$ cat src/rtl/emu_pkg.sv
// ---------------------------------------------------------------------------
// emu_pkg
// Shared definitions for the emulation host sequencer slice.
//   EMU_DATA_W   : byte width on host streams and the wrapper data buses.
//   EMU_ADDR_W   : default Addr_emu width.
//   emu_state_e  : sequencer state encoding (4-bit, legacy-compatible values).
// Build option (preprocessor macro, not a package item):
//   EMU_VEC_CNT_EN : adds the 16-bit completed-vector counter output vec_cnt.
// ---------------------------------------------------------------------------
package emu_pkg;

    localparam int EMU_DATA_W = 8;
    localparam int EMU_ADDR_W = 3;

    typedef enum logic [3:0] {
        EMU_ST_IDLE  = 4'd0,   // accept stimulus bytes (WR)
        EMU_ST_LWAIT = 4'd1,   // let the wrapper store the last byte
        EMU_ST_LOAD  = 4'd2,   // load_emu high
        EMU_ST_CLK   = 4'd3,   // clk_dut pulses in progress (DHI/DLO)
        EMU_ST_GET   = 4'd4,   // get_emu high
        EMU_ST_RADDR = 4'd5,   // present readback index
        EMU_ST_RWAIT = 4'd6,   // wrapper registers Dout_emu
        EMU_ST_RCAP  = 4'd7,   // capture Dout_emu into rsp_data
        EMU_ST_RSP   = 4'd8    // hold response until accepted
    } emu_state_e;

endpackage

$ cat src/rtl/emu_host_sequencer_if.sv
// ---------------------------------------------------------------------------
// emu_host_sequencer_if
// Bundles the host byte streams and the emulation-wrapper bus.
//   cmd_data/cmd_valid/cmd_ready : stimulus byte stream from the host bridge
//   rsp_data/rsp_valid/rsp_ready : output-vector byte stream to the host
//   Din_emu/Addr_emu/load_emu/get_emu/clk_dut/Dout_emu : wrapper bus
// Modports:
//   master : the sequencer (drives cmd_ready, rsp_*, wrapper controls)
//   slave  : host bridge + wrapper side
// ---------------------------------------------------------------------------
interface emu_host_sequencer_if
    import emu_pkg::*;
#(
    parameter int ADDR_W = EMU_ADDR_W
) ();

    logic [EMU_DATA_W-1:0] cmd_data;
    logic                  cmd_valid;
    logic                  cmd_ready;
    logic [EMU_DATA_W-1:0] rsp_data;
    logic                  rsp_valid;
    logic                  rsp_ready;
    logic [EMU_DATA_W-1:0] Din_emu;
    logic [ADDR_W-1:0]     Addr_emu;
    logic                  load_emu;
    logic                  get_emu;
    logic                  clk_dut;
    logic [EMU_DATA_W-1:0] Dout_emu;

    modport master (
        input  cmd_data, cmd_valid, rsp_ready, Dout_emu,
        output cmd_ready, rsp_data, rsp_valid,
        output Din_emu, Addr_emu, load_emu, get_emu, clk_dut
    );

    modport slave (
        output cmd_data, cmd_valid, rsp_ready, Dout_emu,
        input  cmd_ready, rsp_data, rsp_valid,
        input  Din_emu, Addr_emu, load_emu, get_emu, clk_dut
    );

endinterface

$ cat src/rtl/emu_dut_clkgen.sv
// ---------------------------------------------------------------------------
// emu_dut_clkgen
// Produces DUT_CLKS registered clk_dut pulses after a start strobe. Each pulse
// is one clk_emu cycle high followed by one cycle low. done is a one-cycle
// pulse that coincides with the low phase of the final pulse.
// Ports:
//   clk_emu : emulation clock (rising edge)
//   rst_n   : asynchronous active-low reset
//   start   : begin a pulse train (ignored while busy)
//   clk_dut : DUT clock output, registered
//   done    : one-cycle completion strobe, registered
// ---------------------------------------------------------------------------
module emu_dut_clkgen #(
    parameter int DUT_CLKS = 1
) (
    input  logic clk_emu,
    input  logic rst_n,
    input  logic start,
    output logic clk_dut,
    output logic done
);

    localparam logic [7:0] LAST_PULSE = 8'(DUT_CLKS - 1);

    logic [7:0] remain_reg;
    logic       busy_reg;
    logic       clk_dut_reg;
    logic       done_reg;

    always_ff @(posedge clk_emu or negedge rst_n) begin
        if (!rst_n) begin
            remain_reg  <= '0;
            busy_reg    <= 1'b0;
            clk_dut_reg <= 1'b0;
            done_reg    <= 1'b0;
        end else begin
            done_reg <= 1'b0;
            if (!busy_reg) begin
                if (start) begin
                    busy_reg    <= 1'b1;
                    clk_dut_reg <= 1'b1;
                    remain_reg  <= LAST_PULSE;
                end
            end else if (clk_dut_reg) begin
                // Falling half of a pulse; the last one also signals done
                clk_dut_reg <= 1'b0;
                if (remain_reg == 8'd0) begin
                    busy_reg <= 1'b0;
                    done_reg <= 1'b1;
                end
            end else begin
                clk_dut_reg <= 1'b1;
                remain_reg  <= remain_reg - 8'd1;
            end
        end
    end

    assign clk_dut = clk_dut_reg;
    assign done    = done_reg;

endmodule

$ cat src/rtl/emu_host_sequencer.sv
// ---------------------------------------------------------------------------
// emu_host_sequencer
// Host-side initiator for the emulation wrapper. Collects NUM_STIM stimulus
// bytes from the host stream into the wrapper, pulses load_emu, runs
// DUT_CLKS clk_dut pulses, pulses get_emu, then streams NUM_OUT output
// bytes back to the host with full backpressure.
// Ports:
//   clk_emu : emulation clock (rising edge)
//   rst_n   : asynchronous active-low reset; aborts any vector in flight
//   bus     : emu_host_sequencer_if.master (host streams + wrapper bus)
//   vec_cnt : completed-vector count, only when EMU_VEC_CNT_EN is defined
// The wrapper writes stimIn[Addr_emu]<=Din_emu and Dout_emu<=vectOut[Addr_emu]
// on every edge where load_emu and get_emu are both low, so Din_emu and
// Addr_emu simply hold between writes.
// ---------------------------------------------------------------------------
module emu_host_sequencer
    import emu_pkg::*;
#(
    parameter int NUM_STIM = 2,
    parameter int NUM_OUT  = 2,
    parameter int ADDR_W   = EMU_ADDR_W,
    parameter int DUT_CLKS = 1
) (
    input  logic                 clk_emu,
    input  logic                 rst_n,
    emu_host_sequencer_if.master bus
`ifdef EMU_VEC_CNT_EN
    ,
    output logic [15:0]          vec_cnt
`endif
);

    localparam logic [3:0] S_IDLE  = EMU_ST_IDLE;
    localparam logic [3:0] S_LWAIT = EMU_ST_LWAIT;
    localparam logic [3:0] S_LOAD  = EMU_ST_LOAD;
    localparam logic [3:0] S_CLK   = EMU_ST_CLK;
    localparam logic [3:0] S_GET   = EMU_ST_GET;
    localparam logic [3:0] S_RADDR = EMU_ST_RADDR;
    localparam logic [3:0] S_RWAIT = EMU_ST_RWAIT;
    localparam logic [3:0] S_RCAP  = EMU_ST_RCAP;
    localparam logic [3:0] S_RSP   = EMU_ST_RSP;

    localparam logic [ADDR_W-1:0] LAST_STIM = ADDR_W'(NUM_STIM - 1);
    localparam logic [ADDR_W-1:0] LAST_OUT  = ADDR_W'(NUM_OUT - 1);

    logic [3:0]            state_reg;
    logic [ADDR_W-1:0]     stim_idx_reg;
    logic [ADDR_W-1:0]     out_idx_reg;
    logic [ADDR_W-1:0]     addr_reg;
    logic [EMU_DATA_W-1:0] din_reg;
    logic [EMU_DATA_W-1:0] rsp_data_reg;
    logic                  cmd_ready_reg;
    logic                  rsp_valid_reg;
    logic                  load_reg;
    logic                  get_reg;

    logic                  cmd_fire;
    logic                  rsp_fire;
    logic                  last_out;
    logic                  clk_start;
    logic                  clk_done;
    logic                  clk_dut_w;

    assign cmd_fire  = bus.cmd_valid && cmd_ready_reg;
    assign rsp_fire  = rsp_valid_reg && bus.rsp_ready;
    assign last_out  = (out_idx_reg == LAST_OUT);
    // load_emu is high during S_LOAD, so the first clk_dut rise lands on the
    // edge right after the wrapper has copied stimIn into the DUT inputs.
    assign clk_start = (state_reg == S_LOAD);

    emu_dut_clkgen #(
        .DUT_CLKS (DUT_CLKS)
    ) u_clkgen (
        .clk_emu (clk_emu),
        .rst_n   (rst_n),
        .start   (clk_start),
        .clk_dut (clk_dut_w),
        .done    (clk_done)
    );

    always_ff @(posedge clk_emu or negedge rst_n) begin
        if (!rst_n) begin
            state_reg     <= S_IDLE;
            stim_idx_reg  <= '0;
            out_idx_reg   <= '0;
            addr_reg      <= '0;
            din_reg       <= '0;
            rsp_data_reg  <= '0;
            cmd_ready_reg <= 1'b0;
            rsp_valid_reg <= 1'b0;
            load_reg      <= 1'b0;
            get_reg       <= 1'b0;
        end else begin
            case (state_reg)
                S_IDLE: begin
                    cmd_ready_reg <= 1'b1;
                    if (cmd_fire) begin
                        din_reg  <= bus.cmd_data;
                        addr_reg <= stim_idx_reg;
                        if (stim_idx_reg == LAST_STIM) begin
                            stim_idx_reg  <= '0;
                            cmd_ready_reg <= 1'b0;
                            state_reg     <= S_LWAIT;
                        end else begin
                            stim_idx_reg <= stim_idx_reg + 1'b1;
                        end
                    end
                end
                S_LWAIT: begin
                    // Wrapper stores the final byte on this edge
                    load_reg  <= 1'b1;
                    state_reg <= S_LOAD;
                end
                S_LOAD: begin
                    load_reg  <= 1'b0;
                    state_reg <= S_CLK;
                end
                S_CLK: begin
                    // done arrives during the last low phase, so get_emu
                    // never overlaps a high clk_dut
                    if (clk_done) begin
                        get_reg   <= 1'b1;
                        state_reg <= S_GET;
                    end
                end
                S_GET: begin
                    get_reg   <= 1'b0;
                    state_reg <= S_RADDR;
                end
                S_RADDR: begin
                    addr_reg  <= out_idx_reg;
                    state_reg <= S_RWAIT;
                end
                S_RWAIT: begin
                    state_reg <= S_RCAP;
                end
                S_RCAP: begin
                    rsp_data_reg  <= bus.Dout_emu;
                    rsp_valid_reg <= 1'b1;
                    state_reg     <= S_RSP;
                end
                S_RSP: begin
                    if (rsp_fire) begin
                        rsp_valid_reg <= 1'b0;
                        if (last_out) begin
                            out_idx_reg   <= '0;
                            cmd_ready_reg <= 1'b1;
                            state_reg     <= S_IDLE;
                        end else begin
                            out_idx_reg <= out_idx_reg + 1'b1;
                            state_reg   <= S_RADDR;
                        end
                    end
                end
                default: begin
                    cmd_ready_reg <= 1'b0;
                    rsp_valid_reg <= 1'b0;
                    load_reg      <= 1'b0;
                    get_reg       <= 1'b0;
                    state_reg     <= S_IDLE;
                end
            endcase
        end
    end

`ifdef EMU_VEC_CNT_EN
    logic [15:0] vec_cnt_reg;

    // Counts on the edge the final response byte is taken; wraps naturally
    always_ff @(posedge clk_emu or negedge rst_n) begin
        if (!rst_n) begin
            vec_cnt_reg <= '0;
        end else if ((state_reg == S_RSP) && rsp_fire && last_out) begin
            vec_cnt_reg <= vec_cnt_reg + 16'd1;
        end
    end

    assign vec_cnt = vec_cnt_reg;
`endif

    assign bus.cmd_ready = cmd_ready_reg;
    assign bus.rsp_data  = rsp_data_reg;
    assign bus.rsp_valid = rsp_valid_reg;
    assign bus.Din_emu   = din_reg;
    assign bus.Addr_emu  = addr_reg;
    assign bus.load_emu  = load_reg;
    assign bus.get_emu   = get_reg;
    assign bus.clk_dut   = clk_dut_w;

endmodule
$ cat src/flat_wrapper.sv
// flat-port wrapper written by rule: the top's interface ports become plain ports
module emu_host_sequencer_flat import emu_pkg::*;
#(
    parameter int NUM_STIM = 2,
    parameter int NUM_OUT  = 2,
    parameter int ADDR_W   = EMU_ADDR_W,
    parameter int DUT_CLKS = 1
)
  (clk_emu, rst_n, bus_cmd_data, bus_cmd_valid, bus_rsp_ready, bus_Dout_emu, bus_cmd_ready, bus_rsp_data, bus_rsp_valid, bus_Din_emu, bus_Addr_emu, bus_load_emu, bus_get_emu, bus_clk_dut);
  emu_host_sequencer_if #(.ADDR_W(ADDR_W)) bus_i ();
  input  logic clk_emu;
  input  logic rst_n;
  input wire logic [$bits(bus_i.cmd_data)-1:0] bus_cmd_data;
  input wire logic [$bits(bus_i.cmd_valid)-1:0] bus_cmd_valid;
  input wire logic [$bits(bus_i.rsp_ready)-1:0] bus_rsp_ready;
  input wire logic [$bits(bus_i.Dout_emu)-1:0] bus_Dout_emu;
  output wire logic [$bits(bus_i.cmd_ready)-1:0] bus_cmd_ready;
  output wire logic [$bits(bus_i.rsp_data)-1:0] bus_rsp_data;
  output wire logic [$bits(bus_i.rsp_valid)-1:0] bus_rsp_valid;
  output wire logic [$bits(bus_i.Din_emu)-1:0] bus_Din_emu;
  output wire logic [$bits(bus_i.Addr_emu)-1:0] bus_Addr_emu;
  output wire logic [$bits(bus_i.load_emu)-1:0] bus_load_emu;
  output wire logic [$bits(bus_i.get_emu)-1:0] bus_get_emu;
  output wire logic [$bits(bus_i.clk_dut)-1:0] bus_clk_dut;
  assign bus_i.cmd_data = bus_cmd_data;
  assign bus_i.cmd_valid = bus_cmd_valid;
  assign bus_i.rsp_ready = bus_rsp_ready;
  assign bus_i.Dout_emu = bus_Dout_emu;
  assign bus_cmd_ready = bus_i.cmd_ready;
  assign bus_rsp_data = bus_i.rsp_data;
  assign bus_rsp_valid = bus_i.rsp_valid;
  assign bus_Din_emu = bus_i.Din_emu;
  assign bus_Addr_emu = bus_i.Addr_emu;
  assign bus_load_emu = bus_i.load_emu;
  assign bus_get_emu = bus_i.get_emu;
  assign bus_clk_dut = bus_i.clk_dut;
  emu_host_sequencer #(.NUM_STIM(NUM_STIM), .NUM_OUT(NUM_OUT), .ADDR_W(ADDR_W), .DUT_CLKS(DUT_CLKS)) u_core (.clk_emu(clk_emu), .rst_n(rst_n), .bus(bus_i));
endmodule
$ cat config.mk
export PLATFORM = sky130hd
export DESIGN_NAME = emu_host_sequencer_flat
export DESIGN_NICKNAME = d
export VERILOG_FILES = /design/src/rtl/emu_pkg.sv /design/src/rtl/emu_host_sequencer_if.sv /design/src/rtl/emu_dut_clkgen.sv /design/src/rtl/emu_host_sequencer.sv /design/src/flat_wrapper.sv
export SDC_FILE = /design/constraint.sdc
export NUM_CORES = 1
export LEC_CHECK = 0
export BUFFER_PORTS_ARGS = -buffer_cell sky130_fd_sc_hd__buf_2
export CAP_MARGIN = 20
export CORE_ASPECT_RATIO = 1.75
export CORE_MARGIN = 1
export CORE_UTILIZATION = 35
export CTS_BUF_LIST = sky130_fd_sc_hd__clkbuf_4 sky130_fd_sc_hd__clkbuf_8
export DETAILED_ROUTE_END_ITERATION = 12
export GPL_ROUTABILITY_DRIVEN = 0
export SYNTH_ARGS = -nofsm -noshare
export SYNTH_HDL_FRONTEND = slang
export SYNTH_SLANG_ARGS = --single-unit
$ cat constraint.sdc
create_clock -name clk_emu -period 5.1 [get_ports clk_emu]
set_input_delay 0 -clock clk_emu [delete_from_list [all_inputs] [get_ports clk_emu]]
set_output_delay 0 -clock clk_emu [all_outputs]
set_load 0.05 [all_outputs]
==> flow_metrics.env, run 1 <==
export IMPL_dp_hpwl_mm=2.61
export IMPL_synthDistinctLibCells=44
export IMPL_p_per_area_nw_per_um2=675
export IMPL_rows=35
export IMPL_worst_path_stages=3
export IMPL_clock_path_buffers=2
export IMPL_yosys_top_cells_area="dfrtp_1 (56%), mux2_2 (9.7%), nor2_1 (2.8%)"
export IMPL_rr_worst_depth=3
export IMPL_grt_max_degree=45
export IMPL_antenna_left=0
export IMPL_hold_violations=0
export IMPL_n_antenna_cell=0
export IMPL_antenna_found_initial=0
export IMPL_fillers=524
export IMPL_ys_async_sr_fraction_pct=100
export IMPL_start_util_pct=37.0
export IMPL_synth_seq_area_share_pct=55.7
export IMPL_viasPerCell=4.88
export IMPL_p_leak_uw=0.00116
export IMPL_avgSynthCellArea_um2=11.8
export IMPL_syn_inst=168
export IMPL_drc=0
export IMPL_grt_pass1_vias=1464
export IMPL_regArea_um2=1100
export IMPL_post_cts_buffers=0
export IMPL_cts_resized=0
export IMPL_avgRoutedWirePerCell_um=12.8
export IMPL_grt_ovfl_total=0
export IMPL_fin_crit_sh_pct=40.7
export IMPL_cts_made_buffers=5
export IMPL_hold_ws_ns=0.119
export IMPL_fin_worst_skew_ns=0.00414
export IMPL_root_buffer="clkbuf_8"
export IMPL_syn_area_um2=1980
export IMPL_status="complete, no violations"
export IMPL_io_buffers=43
export IMPL_path_class="flop to flop"
export IMPL_cp_num_buf_inv=0
export IMPL_r2r_end="u_core.bus.Din_emu[0]"
export IMPL_cts_tree="built"
export IMPL_end_kind="flop"
export IMPL_dpl_cell_area_um2=2240
export IMPL_routed_wl_mm=3.89
export IMPL_clkTransAtPathRegs_ns=0.09
export IMPL_worstPathCellList="or3_4, nor3_4, mux2_2"
export IMPL_cts_hold_buf=18
export IMPL_cp_data_arrival_time_ns=2.27
export IMPL_max_freq_ghz=0.481
export IMPL_synth_edf_count=0
export IMPL_final_nets=252
export IMPL_clock_sinks=44
export IMPL_track_usage_pct=14.6
export IMPL_layout_drive_gt1_share_pct=31.2
export IMPL_drv_cap=0
export IMPL_synth_most_common_cell="dfrtp_1"
export IMPL_fp_dieW_um=58.8
export IMPL_stdcell_area_um2=2550
export IMPL_max_stage_delay_ns=0.57
export IMPL_r2r_setup_slack_ns=3.02
export IMPL_syn_nets=190
export IMPL_cp_start_kind="flop"
export IMPL_setup_viol=0
export IMPL_grt_pass1_wl_mm=6.59
export IMPL_io_pins=44
export IMPL_vias=1489
export IMPL_synth_flop_cell="dfrtp_1"
export IMPL_worst_path_max_fanout=16
export IMPL_timing_rr_start="u_core.state_reg[2]"
export IMPL_yosysWarnings=0
export IMPL_drt_pass1_iterations=2
export IMPL_worstSetupStartpoint="u_core.state_reg[2]"
export IMPL_ys_ff_latch=44
export IMPL_syn_to_final_growth_pct=29.1
export IMPL_synthTopCellsByCount="dfrtp_1 (44), mux2_2 (17), nor2_1 (15), nand2_1 (11), xor2_1 (6)"
export IMPL_synth_top_cell_by_area="dfrtp_1"
export IMPL_cp_endpoint="u_core.bus.Din_emu[0]"
export IMPL_tns_ns=0
export IMPL_die_area_um2=5970
export IMPL_fp_coreArea_um2=5340
export IMPL_fp_dieH_um=101
export IMPL_period_minus_slack_ns=2.08
export IMPL_drt_iter0_markers=43
export IMPL_slew_headroom_pct=51.7
export IMPL_htree_levels=2
export IMPL_worstPathRequired_ns=5.29
export IMPL_clk_latency_ns=0.30
export IMPL_critical_path_slowest_cell="nor3_4"
export IMPL_multi_input_area_um2=811
export IMPL_path_delay_family="simple AND/OR/NAND/NOR gates"
export IMPL_hold_class="input port to asynchronous set/reset pin"
export IMPL_max_vdd_ir_drop_mv=0.353
export IMPL_worst_pin_slew_ns=0.722
export IMPL_grt_setup_unrepaired="false"
export IMPL_drv_slew=0
export IMPL_synth_top_area_share_pct=55.7
## placed cells by master (no fill, tap or decap), types with 5 or more instances in the layout
cell,n
nor2_1,15
xor2_1,6
buf_2,43
dlygate4sd3_1,18
inv_1,5
xnor2_1,5
clkbuf_8,5
nand3_1,5
mux2_2,17
o21ai_0,5
nand2_1,11
dfrtp_1,44
## worst min-delay path by stage
stage	endpoint	slack (ns)	depth (start not counted)
final	u_core.bus.Din_emu[7]	0.12	2
after global routing	u_core.bus.Din_emu[7]	0.15	2
after CTS	u_core.stim_idx_reg[0]	0.22	4
after detailed placement	u_core.u_clkgen.remain_reg[2]	0.22	1
after global placement	u_core.bus.rsp_data[5]	0.22	1
after floorplan	u_core.bus.Addr_emu[0]	-0.30	0
## cell families (layout without fill, tap and decap cells)
logic type	after synthesis	after routing	synth area share, %
AND/OR/NAND/NOR	57	57	16.3
flip-flops	44	44	55.7
AO/OA/AOI/OAI	23	23	7.84
multiplexers	19	19	10.7
buffers and inverters	12	75	3.35
XOR/XNOR	11	11	4.87
adder cells (fa/ha/maj)	2	2	1.26
## worst register-to-register path, stage by stage, from the launching register on
cell	delay (ns)
dfrtp_1	0.52
or3_4	0.47
nor3_4	0.57
mux2_2	0.41
## metrics by stage
stage	setup slack, ns	util, %	power (µW)	cells
finish	3.02	47.8	1720	305
global route	2.86	47.8	1850	305
CTS	3.00	47.4	1740	304
detailed placement	3.02	41.9	1450	278
global placement	3.04	41.9	1440	278
floorplan	3.32	-	1280	168
## per-layer routing
layer,routed length (µm),share of wire [%],track usage (%)
met1,1600,41,17.1
met2,2120,54,25.5
met3,94,2.4,2.68
met4,72,1.9,6.23
met5,0,0,0
## power by group
part / total, µW / switching [µW] / internal [µW]
Combinational: 806 / 533 / 272
Sequential: 643 / 144 / 499
Clock: 276 / 129 / 148
## final cells by class
| type | count | share of cell area (%) |
|---|---|---|
| Multi-Input combinational cell | 112 | 31.7 |
| Clock inverter | 3 | 1.81 |
| Tap cell | 74 | 3.63 |
| Timing Repair Buffer | 62 | 16.3 |
| Clock buffer | 5 | 2.69 |
| Inverter | 5 | 0.735 |
| Sequential cell | 44 | 43.1 |
No activity file was read; power rests on OpenSTA's default activity.
==> run 2: changes to the inputs <==
--- a/config.mk
+++ b/config.mk
@@ -5,6 +5,7 @@
 export SDC_FILE = /design/constraint.sdc
 export NUM_CORES = 1
 export LEC_CHECK = 0
+export ABC_AREA = 1
 export BUFFER_PORTS_ARGS = -buffer_cell sky130_fd_sc_hd__buf_2
 export CAP_MARGIN = 20
 export CORE_ASPECT_RATIO = 1.75
==> constraint.sdc (replaced) <==
create_clock -name clk_emu -period 1.7 [get_ports clk_emu]
set_input_delay 0 -clock clk_emu [delete_from_list [all_inputs] [get_ports clk_emu]]
set_output_delay 0 -clock clk_emu [all_outputs]
set_load 0.05 [all_outputs]
==> run 2 against run 1 <==
Effect of this change: synthesized cell count increased by 47%; clock skew hardly changed; combinational power rose to 3.5 times the previous value; die area is 6.5% higher; via count is 22% higher; hold slack got worse by 0.091 ns; power rose to 3.2 times the previous value; synthesized area rose by 6.6%; utilization decreased by 0.99 points.
==> flow_metrics.env, run 2 <==
export IMPL_p_total_uw=5530
export IMPL_grt_pass1_vias=1862
export IMPL_top_usage_layer="met2"
export IMPL_clkTransAtPathRegs_ns=0.08
export IMPL_clock_sinks=44
export IMPL_synth_top_cell_by_area="dfrtp_1"
export IMPL_synth_seq_area_share_pct=52.2
export IMPL_synthTopCellsByCount="nand2_1 (82), dfrtp_1 (44), inv_1 (24), nor2_1 (22), nand3_1 (16)"
export IMPL_worstPathCellList="nor2_2, nand2_1, nor2_4, buf_4, a21oi_1, a21oi_1"
export IMPL_cp_start_kind="flop"
export IMPL_syn_nets=269
export IMPL_final_nets=337
export IMPL_start_util_pct=36.2
export IMPL_syn_to_final_growth_pct=29.4
export IMPL_syn_inst=247
export IMPL_max_stage_delay_ns=0.48
export IMPL_yosys_top_cells_area="dfrtp_1 (52%), nand2_1 (15%), mux2_4 (5.0%)"
export IMPL_p_leak_uw=0.00148
export IMPL_status="complete, no violations"
export IMPL_worst_pin_slew_ns=0.523
export IMPL_worstPathRequired_ns=1.92
export IMPL_fin_worst_skew_ns=0.00452
export IMPL_routed_wl_mm=4.70
export IMPL_ys_async_sr_fraction_pct=100
export IMPL_path_class="flop to flop"
export IMPL_fp_coreArea_um2=5830
export IMPL_cp_num_buf_inv=1
export IMPL_layout_drive_gt1_share_pct=24.4
export IMPL_post_cts_buffers=0
export IMPL_syn_area_um2=2110
export IMPL_max_freq_ghz=0.697
export IMPL_htree_levels=2
export IMPL_slew_headroom_pct=65.2
export IMPL_track_usage_pct=16.1
export IMPL_die_area_um2=6350
export IMPL_n_antenna_cell=0
export IMPL_root_buffer="clkbuf_8"
export IMPL_io_pins=44
export IMPL_synth_most_common_cell="nand2_1"
export IMPL_fin_crit_sh_pct=84.4
export IMPL_layout_common_cells="nand2_1 (82), dfrtp_1 (44), buf_2 (43), inv_1 (24), nor2_1 (22)"
export IMPL_worst_path_max_fanout=10
export IMPL_synthDistinctLibCells=27
export IMPL_path_common_cell="a21oi_1"
export IMPL_drt_iter0_markers=79
export IMPL_fp_dieH_um=105
export IMPL_antenna_found_initial=0
export IMPL_end_kind="flop"
export IMPL_synth_flop_cell="dfrtp_1"
export IMPL_cts_made_buffers=5
export IMPL_use_met3_pct=3.09
export IMPL_dp_hpwl_mm=3.51
export IMPL_clk_latency_ns=0.29
export IMPL_ys_ff_latch=44
export IMPL_yosysWarnings=0
export IMPL_rows=37
export IMPL_cts_resized=0
export IMPL_vias=1817
export IMPL_fp_dieW_um=60.7
export IMPL_avgRoutedWirePerCell_um=11.9
export IMPL_viasPerCell=4.61
export IMPL_p_per_area_nw_per_um2=2030
export IMPL_setup_viol=0
export IMPL_drv_cap=0
export IMPL_use_met2_pct=31.2
export IMPL_hold_class="input port to flop"
export IMPL_period_minus_slack_ns=1.43
export IMPL_tns_ns=0
export IMPL_cp_data_arrival_time_ns=1.65
export IMPL_synth_top_area_share_pct=52.2
export IMPL_avgSynthCellArea_um2=8.54
export IMPL_grt_use_met1_pct=15.4
export IMPL_drt_pass1_iterations=5
export IMPL_cts_tree="built"
export IMPL_io_buffers=43
export IMPL_path_delay_family="flip-flops"
export IMPL_fillers=604
export IMPL_critical_path_slowest_cell="dfrtp_1"
export IMPL_layout_commonest_cell="nand2_1"
export IMPL_drv_slew=0
export IMPL_grt_max_degree=24
export IMPL_grt_ovfl_total=0
export IMPL_synth_edf_count=0
export IMPL_drc=0
export IMPL_fin_ws_ns=0.265
export IMPL_grt_setup_unrepaired="false"
export IMPL_hold_violations=0
export IMPL_antenna_left=0
export IMPL_max_vdd_ir_drop_mv=1.03
export IMPL_grt_pass1_wl_mm=7.77
export IMPL_clock_path_buffers=2
export IMPL_place_ws_ns=0.275
run 2: changes by cell type after synthesis, sizes merged, moves of 7 or more:
cell   previous run  this run
nand4             0         7
mux2             17         8
nand3             5        17
inv               5        29
nand2            11        86
nor2             15        26
run 2: cell type report:
cell class / instances / area (µm²) / share of cell area, %
Sequential cell: 44 / 1100 / 40.3
Multi-Input combinational cell: 171 / 876 / 32.1
Timing Repair Buffer: 63 / 420 / 15.4
Inverter: 30 / 114 / 4.17
Tap cell: 78 / 97.6 / 3.57
Clock buffer: 6 / 82.6 / 3.02
Clock inverter: 2 / 38.8 / 1.42
run 2: cells by family (layout without fill, tap and decap cells):
| family | after synthesis | after routing | share of synthesized area [%] |
|---|---|---|---|
| XOR/XNOR | 2 | 2 | 0.831 |
| multiplexers | 8 | 8 | 5.52 |
| AO/OA/AOI/OAI | 22 | 22 | 5.75 |
| AND/OR/NAND/NOR | 137 | 137 | 28.2 |
| flip-flops | 44 | 44 | 52.2 |
| adder cells (fa/ha/maj) | 2 | 2 | 1.19 |
| buffers and inverters | 32 | 101 | 6.29 |
run 2: tightest hold or removal path, stage by stage:
cell and delay, ns:
buf_2 0.11, nand3_1 0.07, o21ai_0 0.06, nand2_1 0.05
run 2: metrics by stage:
| step | util (%) | instances | instance area [µm²] | hold slack, ns |
|---|---|---|---|---|
| after floorplan | - | 247 | 2110 | -0.296 |
| after global placement | 41.8 | 369 | 2440 | 0.0109 |
| after detailed placement | 41.8 | 369 | 2440 | 0.0101 |
| after CTS | 46.8 | 394 | 2730 | 0.0216 |
| after global routing | 46.8 | 394 | 2730 | 0.0672 |
| final | 46.8 | 394 | 2730 | 0.0288 |
run 2: repair_timing:
item,in CTS,in global routing
endpoints found under the setup margin,0,0
hold buffers,17,0
endpoints found under the hold margin,37,0
run 2: worst paths after layout:
check,slack (ns),startpoint,depth (start not counted),end
worst max-delay path,0.27,u_core.state_reg[3],6,u_core.bus.Addr_emu[2]
worst min-delay path,0.03,bus_rsp_ready,4,u_core.out_idx_reg[1]
worst max register to register,0.27,u_core.state_reg[3],6,u_core.bus.Addr_emu[2]
worst min register to register,0.47,u_core.bus.Din_emu[5],2,u_core.bus.Din_emu[5]
max in group asynchronous,1.00,rst_n,3,u_core.bus.rsp_data[6]
min in group asynchronous,0.21,rst_n,2,u_core.out_idx_reg[2]
run 2: report_power, final:
group	total, µW	internal, µW	switching [µW]
sequential	1840	1500	341
combinational	2850	836	2010
clock	838	480	357
run 2: routing by layer:
metal	share of wire (%)	wire, µm
met4	2.1	101
met2	56	2630
met5	0	0
met1	39	1830
met3	3.0	140
